`config.mk`:
```
export PLATFORM = sky130hd
export DESIGN_NAME = cmult_seq
export DESIGN_NICKNAME = d
export VERILOG_FILES = /design/src/rtl/cmult_seq.sv
export SDC_FILE = /design/constraint.sdc
export NUM_CORES = 1
export LEC_CHECK = 0
export BUFFER_PORTS_ARGS = -buffer_cell sky130_fd_sc_hd__buf_4
export CAP_MARGIN = 20
export CORE_UTILIZATION = 30
export DETAILED_ROUTE_END_ITERATION = 8
export MAX_ROUTING_LAYER = met4
export PLACE_DENSITY_LB_ADDON = 0.15
export SETUP_SLACK_MARGIN = 0.02
export SYNTH_ARGS = -nofsm -noshare
export SYNTH_HDL_FRONTEND = slang
export SYNTH_SLANG_ARGS = --single-unit
```
`constraint.sdc`:
```
create_clock -name clk -period 10.6 [get_ports clk]
set_input_delay 0.53 -clock clk [delete_from_list [all_inputs] [get_ports clk]]
set_output_delay 0.53 -clock clk [all_outputs]
set_load 0.02 [all_outputs]
```
`src/rtl/cmult_seq.sv`:
```
// Sequential signed complex multiplier: one shared WIDTHxWIDTH multiplier reused
// over four cycles, then scaled by FRAC_BITS, saturated and registered.
module cmult_seq #(
  parameter int WIDTH     = 8,
  parameter int FRAC_BITS = 0
) (
  input  logic             clk,
  input  logic             reset,
  input  logic             start,
  input  logic [WIDTH-1:0] re_a,
  input  logic [WIDTH-1:0] im_a,
  input  logic [WIDTH-1:0] re_q,
  input  logic [WIDTH-1:0] im_q,
  output logic             busy,
  output logic             done,
  output logic [WIDTH-1:0] re_res,
  output logic [WIDTH-1:0] im_res
);

  localparam int ACC_W = 2*WIDTH + 1;
  localparam int PRD_W = 2*WIDTH;

  localparam logic signed [ACC_W-1:0] SAT_MAX = ACC_W'((64'sd1 <<< (WIDTH-1)) - 64'sd1);
  localparam logic signed [ACC_W-1:0] SAT_MIN = ACC_W'(-(64'sd1 <<< (WIDTH-1)));

  typedef enum logic [2:0] {
    IDLE   = 3'd0,
    P_AC   = 3'd1,
    P_BD   = 3'd2,
    P_AD   = 3'd3,
    P_BC   = 3'd4,
    FINISH = 3'd5
  } state_t;

  state_t r_state, w_next;

  logic signed [WIDTH-1:0] r_re_a, r_im_a, r_re_q, r_im_q;
  logic signed [ACC_W-1:0] r_re_acc, r_im_acc;
  logic                    r_busy, r_done;
  logic        [WIDTH-1:0] r_re_res, r_im_res;

  logic signed [WIDTH-1:0] w_mul_x, w_mul_y;
  logic signed [PRD_W-1:0] w_prod;
  logic signed [ACC_W-1:0] w_prod_ext;
  logic signed [ACC_W-1:0] w_re_shift, w_im_shift;
  logic        [WIDTH-1:0] w_re_sat, w_im_sat;

  function automatic logic [WIDTH-1:0] sat(input logic signed [ACC_W-1:0] v);
    if (v > SAT_MAX)      sat = SAT_MAX[WIDTH-1:0];
    else if (v < SAT_MIN) sat = SAT_MIN[WIDTH-1:0];
    else                  sat = v[WIDTH-1:0];
  endfunction

  // Operand steering for the single shared multiplier, one partial product per state.
  always_comb begin
    w_mul_x = '0;
    w_mul_y = '0;
    case (r_state)
      P_AC:    begin w_mul_x = r_re_q; w_mul_y = r_re_a; end
      P_BD:    begin w_mul_x = r_im_q; w_mul_y = r_im_a; end
      P_AD:    begin w_mul_x = r_re_q; w_mul_y = r_im_a; end
      P_BC:    begin w_mul_x = r_im_q; w_mul_y = r_re_a; end
      default: begin w_mul_x = '0;     w_mul_y = '0;     end
    endcase
  end

  assign w_prod     = w_mul_x * w_mul_y;
  assign w_prod_ext = {w_prod[PRD_W-1], w_prod};

  // Arithmetic shift truncates toward -inf before the clamp.
  assign w_re_shift = r_re_acc >>> FRAC_BITS;
  assign w_im_shift = r_im_acc >>> FRAC_BITS;
  assign w_re_sat   = sat(w_re_shift);
  assign w_im_sat   = sat(w_im_shift);

  always_comb begin
    w_next = r_state;
    case (r_state)
      IDLE:    if (start) w_next = P_AC;
      P_AC:    w_next = P_BD;
      P_BD:    w_next = P_AD;
      P_AD:    w_next = P_BC;
      P_BC:    w_next = FINISH;
      FINISH:  w_next = IDLE;
      default: w_next = IDLE;
    endcase
  end

  always_ff @(posedge clk or posedge reset) begin
    if (reset) begin
      r_state  <= IDLE;
      r_re_a   <= '0;
      r_im_a   <= '0;
      r_re_q   <= '0;
      r_im_q   <= '0;
      r_re_acc <= '0;
      r_im_acc <= '0;
      r_busy   <= 1'b0;
      r_done   <= 1'b0;
      r_re_res <= '0;
      r_im_res <= '0;
    end else begin
      r_state <= w_next;
      // busy/done are flopped from next-state so outputs never see start combinationally.
      r_busy  <= (w_next != IDLE);
      r_done  <= (r_state == FINISH);
      case (r_state)
        IDLE: if (start) begin
          r_re_a <= re_a;
          r_im_a <= im_a;
          r_re_q <= re_q;
          r_im_q <= im_q;
        end
        P_AC:   r_re_acc <= w_prod_ext;
        P_BD:   r_re_acc <= r_re_acc - w_prod_ext;
        P_AD:   r_im_acc <= w_prod_ext;
        P_BC:   r_im_acc <= r_im_acc + w_prod_ext;
        FINISH: begin
          r_re_res <= w_re_sat;
          r_im_res <= w_im_sat;
        end
        default: ;
      endcase
    end
  end

  assign busy   = r_busy;
  assign done   = r_done;
  assign re_res = r_re_res;
  assign im_res = r_im_res;

endmodule

```
==> run metrics, run 1 <==
status=finished clean; delay of the slowest cell on the worst path=0.75 ns; Ys Warns=0; nets=1030; CTS tree=yes; Storage cell area=around 0.0022 mm²; worst slack at placement=2.31 ns; GPL Wtd Cong=0.841; max_slew headroom=0.289; core area=0.0252 mm²; crit path buf inv count=5; TritonCTS Sinks=87; max_cap viols=0; hold_buf cts=0; Clock transition at path regs=0.07 ns; commonest cells after routing, fill and taps aside=116 x inv_1, 104 x nor2_1, 87 x dfrtp_1; post-CTS sizing=0; Syn-to-layout area delta=14.0%; final wirelength=19200 µm; Fillers=about 2600; # diodes=0; worst slew pin tran=1.04 ns; I/O pin count=53; min-delay worst type=in -> async; H-tree level count=3; port bufs=52; period utilization=0.780; first-pass GRT wire length=approximately 32000 µm; Post-synth top flop=dfrtp_1; root buf cell=clkbuf_16; Yosys reg bits=87; slowest cell on the critical path=dfrtp_1; syn nets=983; vias in the first global route=5996; antenna violations before repair=0; Via density=approximately 4.8; count of final setup violators=0; Hold WS=0.200 ns; Setup crit start=r_state[0]; final setup TNS=0 ns; Final Hold Vio Count=0; die height=162 µm; Data arrival, critical path=8.54 ns; Slew Limit Fails=0; critical path type=reg -> reg; final worst slack=about 2.3 ns; multi-input gate area in the final layout=0.00500 mm²; Cell Area, Synth=0.00771 mm²; Core Util, Final=0.349; Worst EP required=~11 ns; die area=0.0263 mm²; post-synthesis sequential area ratio=0.282; Clock Skew=0.0140 ns; Detailed Route Iter0 Violations=334; Cell variety after synth=65; Congestion Overflow GR=0; Routed Antenna Nets=0; minimum clock period=8.27 ns; largest net degree at the start of global routing=58; Placement Rows=58; Post-synth EDFFs=0; commonest non-fill, non-tap cell in the layout=inv_1; wire per inst=15.8 µm; die span in x=roughly 160 µm; routed via count=5852; share of layout cells above drive strength 1=0.159; asr flop ratio synth=1.00; gr usage total=0.159; Residual DRC=0; Starting Density=0.306; Worst Setup Start Kind=register; r2r setup slk=2.33 ns; Skew-Pair Late Insertion Delay=roughly 0.35 ns; crit end category=register; Achievable Freq=roughly 120 MHz; HPWL after DPL=15100 µm; RSZ-0062 raised after global routing=no; post-CTS setup repair buffer count=0; CP delay by family, top=adder cells; clock tree buffer depth=2; CP Max Fanout=21; worst r2r src=r_state[0]; DRT Pass-1 Iters=4; Mean Syn Cell Area=roughly 9.3 µm²; Syn Inst Count=833; Num CTS Buffers=9
[area by class of cell]
| cell class | count | share of cell area |
|---|---|---|
| Tap cell | 330 | 0.0470 |
| Clock inverter | 5 | 0.00740 |
| Multi-Input combinational cell | 605 | 0.569 |
| Timing Repair Buffer | 60 | 0.0512 |
| Inverter | 117 | 0.0501 |
| Clock buffer | 11 | 0.0276 |
| Sequential cell | 87 | 0.248 |
[per-stage QoR]
step	std cells	cell area [µm²]
2_1_floorplan	833	7710
3_3_place_gp	1199	8480
3_5_place_dp	1199	8480
4_1_cts	1215	8790
5_1_grt	1215	8790
6_report	1215	8790
[cells in the mapped netlist (all sizes together), types with 13 or more instances]
| cell type | instances | area (µm²) |
|---|---|---|
| a21oi | 49 | 249 |
| a22oi | 25 | 188 |
| clkbuf | 21 | 78.8 |
| dfrtp | 87 | 2180 |
| fa | 57 | 1140 |
| ha | 58 | 726 |
| inv | 117 | 439 |
| mux2 | 35 | 394 |
| nand2 | 42 | 158 |
| nor2 | 104 | 390 |
| nor2b | 17 | 106 |
| o21ai | 30 | 150 |
| or2 | 13 | 81.3 |
| xnor2 | 22 | 211 |
| xor2 | 17 | 156 |
[flip-flops by register name (all words and copies together), names as in the netlist]
name and flops:
busy 1, done 1, im_res 8, r_im_a 8
r_im_acc 17, r_im_q 8, r_re_a 8, r_re_acc 17
r_re_q 8, r_state 3, re_res 8
[per-layer routing]
metal  track usage  vias up  wire length, µm  share of wire
li1              -     2918                -              -
met1         0.211     2834             9490           0.49
met5             -        -                0              0
met4        0.0309        0              165         0.0086
met2         0.260       89             9010           0.47
met3        0.0230       11              514          0.027
[worst register-to-register path: cells and delay by family, from the launching register on]
kind	cells	cell delay [ns]
AOI/OAI and AO/OA	7	1.86
and+or+nand+nor	6	1.02
adders and majority gates	9	3.73
DFF	1	0.75
xor gates and xnor gates	2	0.42
buffers and inverters	5	0.41
[final timing paths]
| kind | endpoint | depth (start not counted) |
|---|---|---|
| max in group asynchronous | r_re_acc[16] | 3 |
| min in group clk | r_re_q[7] | 2 |
| worst max register to register | r_re_acc[15] | 29 |
| worst max-delay path | r_re_acc[15] | 29 |
| worst min-delay path | r_im_q[1] | 2 |
| worst min register to register | r_im_a[1] | 1 |
[logic make-up (layout without fill, tap and decap cells)]
kind of cell / count (synthesis) / after routing / synth area share
AO/OA/AOI/OAI: 176 / 176 / 0.156
multiplexers: 37 / 37 / 0.0537
buffers and inverters: 141 / 193 / 0.0695
XOR/XNOR: 39 / 39 / 0.0477
flip-flops: 87 / 87 / 0.282
AND/OR/NAND/NOR: 232 / 232 / 0.140
adder cells (fa/ha/maj): 121 / 121 / 0.251
Power of run 1 is not shown: default switching activity piles up to over one toggle a cycle in this logic, so the estimate is an artifact.
==> run 2, diff against run 1 <==
==> constraint.sdc (replaced) <==
create_clock -name clk -period 8.3 [get_ports clk]
set_input_delay 0.415 -clock clk [delete_from_list [all_inputs] [get_ports clk]]
set_output_delay 0.415 -clock clk [all_outputs]
set_load 0.02 [all_outputs]
==> run metrics, run 2 (synthesis results as in run 1) <==
Post-DP Area=0.00863 mm² (+1.7%); minimum clock period=7.79 ns (-0.477 ns); Num CTS Buffers=9 (unchanged); Clock Skew=0.0128 ns (-0.00123 ns); Syn-to-layout area delta=15.9%; min-delay worst type=in -> async; final setup TNS=0 ns (unchanged); core area=0.0252 mm² (unchanged); Starting Density=0.306 (unchanged); largest net degree at the start of global routing=64 (+10%); root buf cell=clkbuf_16; Via density=4.90 (+1.8%); TritonCTS Sinks=87 (unchanged); top flop regs=r_im_acc: 17 flops, r_re_acc: 17 flops; final worst slack=0.511 ns (-1.82 ns); commonest non-fill, non-tap cell in the layout=inv_1; met2 Use GR=0.264 (+0.00369); status=finished clean; max_cap viols=0 (unchanged); slowest cell on the critical path=dfrtp_1; critical path type=reg -> reg; GRT met1 Usage=0.220 (+0.00948); count of final setup violators=0 (unchanged); Worst Setup Start Kind=register; Final Hold Vio Count=0 (unchanged); vias in the first global route=6252 (+4.3%); delay of the slowest cell on the worst path=0.54 ns (-0.21 ns); die area=0.0263 mm² (unchanged); max_slew headroom=0.258 (-0.0310); Slew Limit Fails=0 (unchanged); worst slew pin tran=1.10 ns (+0.0640 ns); H-tree level count=3 (unchanged); die span in x=162 µm (unchanged); # diodes=0 (unchanged); Detailed Route Iter0 Violations=332 (-0.60%); worst slack at placement=0.485 ns (-1.82 ns); hold_buf cts=0 (unchanged); global routing's busiest layer=met2; wire per inst=16.0 µm (+1.6%); gr usage total=0.166 (+0.00648); I/O pin count=53 (unchanged); most frequent CP cell=fa_1; Placement Rows=58 (unchanged); RSZ-0062 raised after global routing=no; Congestion Overflow GR=0 (unchanged); DRT Pass-1 Iters=4 (unchanged); final wirelength=19800 µm (+3.1%); first-pass GRT wire length=32900 µm (+3.3%); CP Max Fanout=11 (-48%); HPWL after DPL=15400 µm (+2.0%); Skew-Pair Late Insertion Delay=0.35 ns (about the same); commonest cells after routing, fill and taps aside=116 x inv_1, 104 x nor2_1, 87 x dfrtp_1; share of layout cells above drive strength 1=0.179 (+0.0199); final instance area=0.00894 mm² (+1.7%); period utilization=0.938 (+0.159); Clock transition at path regs=0.07 ns (about the same); die height=162 µm (unchanged); Residual DRC=0 (unchanged); Storage cell area=0.00218 mm² (unchanged); Fillers=2630 (-0.27%); antenna violations before repair=0 (unchanged); Routed Antenna Nets=0 (unchanged); Worst EP required=8.54 ns (-2.34 ns); CTS tree=yes; met3 Usage GRT=0.0253 (+0.00230); multi-input gate area in the final layout=0.00501 mm² (about the same); port bufs=52 (unchanged); Achievable Freq=128 MHz (+6.1%); clock tree buffer depth=2 (unchanged); Data arrival, critical path=8.02 ns (-0.52 ns); routed via count=6052 (+3.4%); nets=1049 (+1.8%); GPL Wtd Cong=0.811 (-3.6%); crit end category=register
==> run 2: cell count changes in the layout (fill, tap and decap cells not counted) <==
cell,change
clkinv_4,-2
buf_4,+19
a21oi_2,+1
clkbuf_1,-1
clkinv_2,+1
a21oi_1,-1
clkinvlp_4,+2
==> run 2: area by class of cell <==
cell class,count,share of cell area
Multi-Input combinational cell,605,0.560
Sequential cell,87,0.244
Timing Repair Buffer,79,0.0664
Inverter,117,0.0493
Tap cell,330,0.0462
Clock buffer,10,0.0267
Clock inverter,6,0.00756
==> run 2: per-stage QoR <==
stage | instances | hold slack, ns | util
floorplan | 833 | 0.478 | -
global placement | 1218 | 0.436 | 0.343
detailed placement | 1218 | 0.434 | 0.343
CTS | 1234 | 0.0546 | 0.355
global route | 1234 | 0.0696 | 0.355
finish | 1234 | 0.0477 | 0.355
==> run 2: what timing repair did <==
item                                    4_1_cts  5_1_grt
gates resized for setup                       0        1
buffers inserted                              0        0
endpoints found under the setup margin        0        2
==> run 2: worst paths after layout <==
check,start,to,depth (start not counted),slack [ns]
worst max register to register,r_state[1],r_re_acc[16],29,0.51
min in group clk,re_q[0],r_re_q[0],2,0.30
worst min register to register,r_re_a[0],r_re_a[0],1,0.51
worst max-delay path,r_state[1],r_re_acc[16],29,0.51
max in group asynchronous,reset,re_res[5],3,7.04
worst min-delay path,reset,r_re_q[7],2,0.05
==> run 2: per-layer routing <==
| layer | vias to the layer above | wire, µm | part of all wire |
|---|---|---|---|
| met5 | - | 0 | 0 |
| met4 | 0 | 266 | 0.013 |
| met3 | 17 | 570 | 0.029 |
| met2 | 97 | 9400 | 0.48 |
| met1 | 2987 | 9550 | 0.48 |
| li1 | 2951 | - | - |
==> run 2: worst max-delay path: cells and delay by family, from the launching register on <==
family	cells	cell delay, ns
fa+ha+maj	9	3.62
simple gates	6	1.63
compound gates	8	1.26
flops	1	0.54
buf+inv	5	0.49
xor+xnor	1	0.14
Power of run 2 is left out for the same reason.
==> run 3, diff against run 2 <==
--- a/config.mk
+++ b/config.mk
@@ -10,7 +10,7 @@
 export CORE_UTILIZATION = 30
 export DETAILED_ROUTE_END_ITERATION = 8
 export MAX_ROUTING_LAYER = met4
-export PLACE_DENSITY_LB_ADDON = 0.15
+export PLACE_DENSITY = 0.55
 export SETUP_SLACK_MARGIN = 0.02
 export SYNTH_ARGS = -nofsm -noshare
 export SYNTH_HDL_FRONTEND = slang
==> run metrics, run 3 (synthesis results as in run 1) <==
status=finished clean; Slew Limit Fails=0 (unchanged); core area=0.0252 mm² (unchanged); Worst Setup Start Kind=register; HPWL after DPL=14200 µm (-7.3%); Storage cell area=0.00218 mm² (unchanged); Num CTS Buffers=9 (unchanged); first-pass GRT wire length=30500 µm (-7.4%); crit path buf inv count=4 (-1); DRT Pass-1 Iters=5 (+1); share of layout cells above drive strength 1=0.178 (-0.00143); post-CTS setup repair buffer count=0 (unchanged); root buf cell=clkbuf_16; gr usage total=0.151 (-0.0150); Clock transition at path regs=0.07 ns (about the same); Starting Density=0.306 (unchanged); minimum clock period=7.76 ns (-0.0323 ns); Skew-Pair Late Insertion Delay=0.36 ns (about the same); Fillers=2624 (-0.23%); die height=162 µm (unchanged); final wirelength=18100 µm (-8.7%); antenna violations before repair=0 (unchanged); commonest cells after routing, fill and taps aside=116 x inv_1, 103 x nor2_1, 87 x dfrtp_1; Final Hold Vio Count=0 (unchanged); # diodes=0 (unchanged); top flop regs=r_im_acc: 17 flops, r_re_acc: 17 flops; slowest cell on the critical path=fa_1; H-tree level count=3 (unchanged); CTS tree=yes; GPL Wtd Cong=0.820 (+1.1%); Clock Skew=0.0109 ns (-0.00184 ns); Worst EP required=8.59 ns (+0.05 ns); nets=1045 (-0.38%); RSZ-0062 raised after global routing=no; post-CTS sizing=0 (unchanged); Via density=4.84 (-1.2%); max_cap viols=0 (unchanged); period utilization=0.935 (-0.00389); worst slew pin tran=0.903 ns (-0.200 ns); Syn-to-layout area delta=16.2%; Residual DRC=0 (unchanged); die span in x=162 µm (unchanged); TritonCTS Sinks=87 (unchanged); multi-input gate area in the final layout=0.00501 mm² (+0.15%); crit end category=register; final setup TNS=0 ns (unchanged); routed via count=5958 (-1.6%); Setup crit start=r_state[0]; die area=0.0263 mm² (unchanged); count of final setup violators=0 (unchanged); max_slew headroom=0.382 (+0.124); Detailed Route Iter0 Violations=328 (-1.2%); vias in the first global route=6045 (-3.3%); most frequent CP cell=fa_1; clock tree buffer depth=2 (unchanged); worst r2r src=r_state[0]; CP Max Fanout=12 (+1); Achievable Freq=129 MHz (+0.42%); delay of the slowest cell on the worst path=0.55 ns (about the same); largest net degree at the start of global routing=56 (-13%); port bufs=52 (unchanged); hold_buf cts=0 (unchanged); min-delay worst type=in -> async; Data arrival, critical path=8.05 ns (+0.03 ns); CP delay by family, top=adder cells; Routed Antenna Nets=0 (unchanged); I/O pin count=53 (unchanged); Congestion Overflow GR=0 (unchanged); critical path type=reg -> reg; wire per inst=14.7 µm (-8.4%); Placement Rows=58 (unchanged); commonest non-fill, non-tap cell in the layout=inv_1
run 3: changes by cell type in the layout (fill, tap and decap cells not counted), moves of 2 or more:
cell / before / now
buf_4: 79 / 75
nor2b_1: 17 / 15
nor2b_2: 0 / 2
bufinv_16: 1 / 3
run 3: layout make-up:
class,instances,share of cell area
Clock buffer,11,0.0271
Tap cell,330,0.0461
Timing Repair Buffer,75,0.0629
Clock inverter,5,0.0117
Multi-Input combinational cell,605,0.560
Sequential cell,87,0.243
Inverter,117,0.0492
run 3: metal layers:
metal	GRT usage	wire [µm]
met1	0.201	8930
met2	0.234	8020
met3	0.0260	758
met4	0.0450	352
met5	-	0
run 3: per-stage QoR:
stage           util  std cells  setup WS (ns)  area (µm²)  hold WS (ns)
6_report       0.356       1230          0.544        8950        0.0912
5_1_grt        0.356       1230         0.0649        8950         0.127
4_1_cts        0.355       1230          0.339        8940         0.106
3_5_place_dp   0.341       1214          0.369        8600         0.489
3_3_place_gp   0.341       1214          0.493        8600         0.492
2_1_floorplan      -        833          0.804        7710         0.478
run 3: path summary, 6_finish.rpt:
kind | to | slack, ns | cells past startpoint
setup / recovery | r_re_acc[15] | 0.54 | 28
hold / removal | r_im_q[4] | 0.09 | 2
setup reg to reg | r_re_acc[15] | 0.54 | 28
hold reg to reg | r_im_a[1] | 0.51 | 1
max in group asynchronous | r_re_acc[16] | 7.06 | 3
min in group clk | r_im_a[7] | 0.29 | 2
Power of run 3 is left out for the same reason.
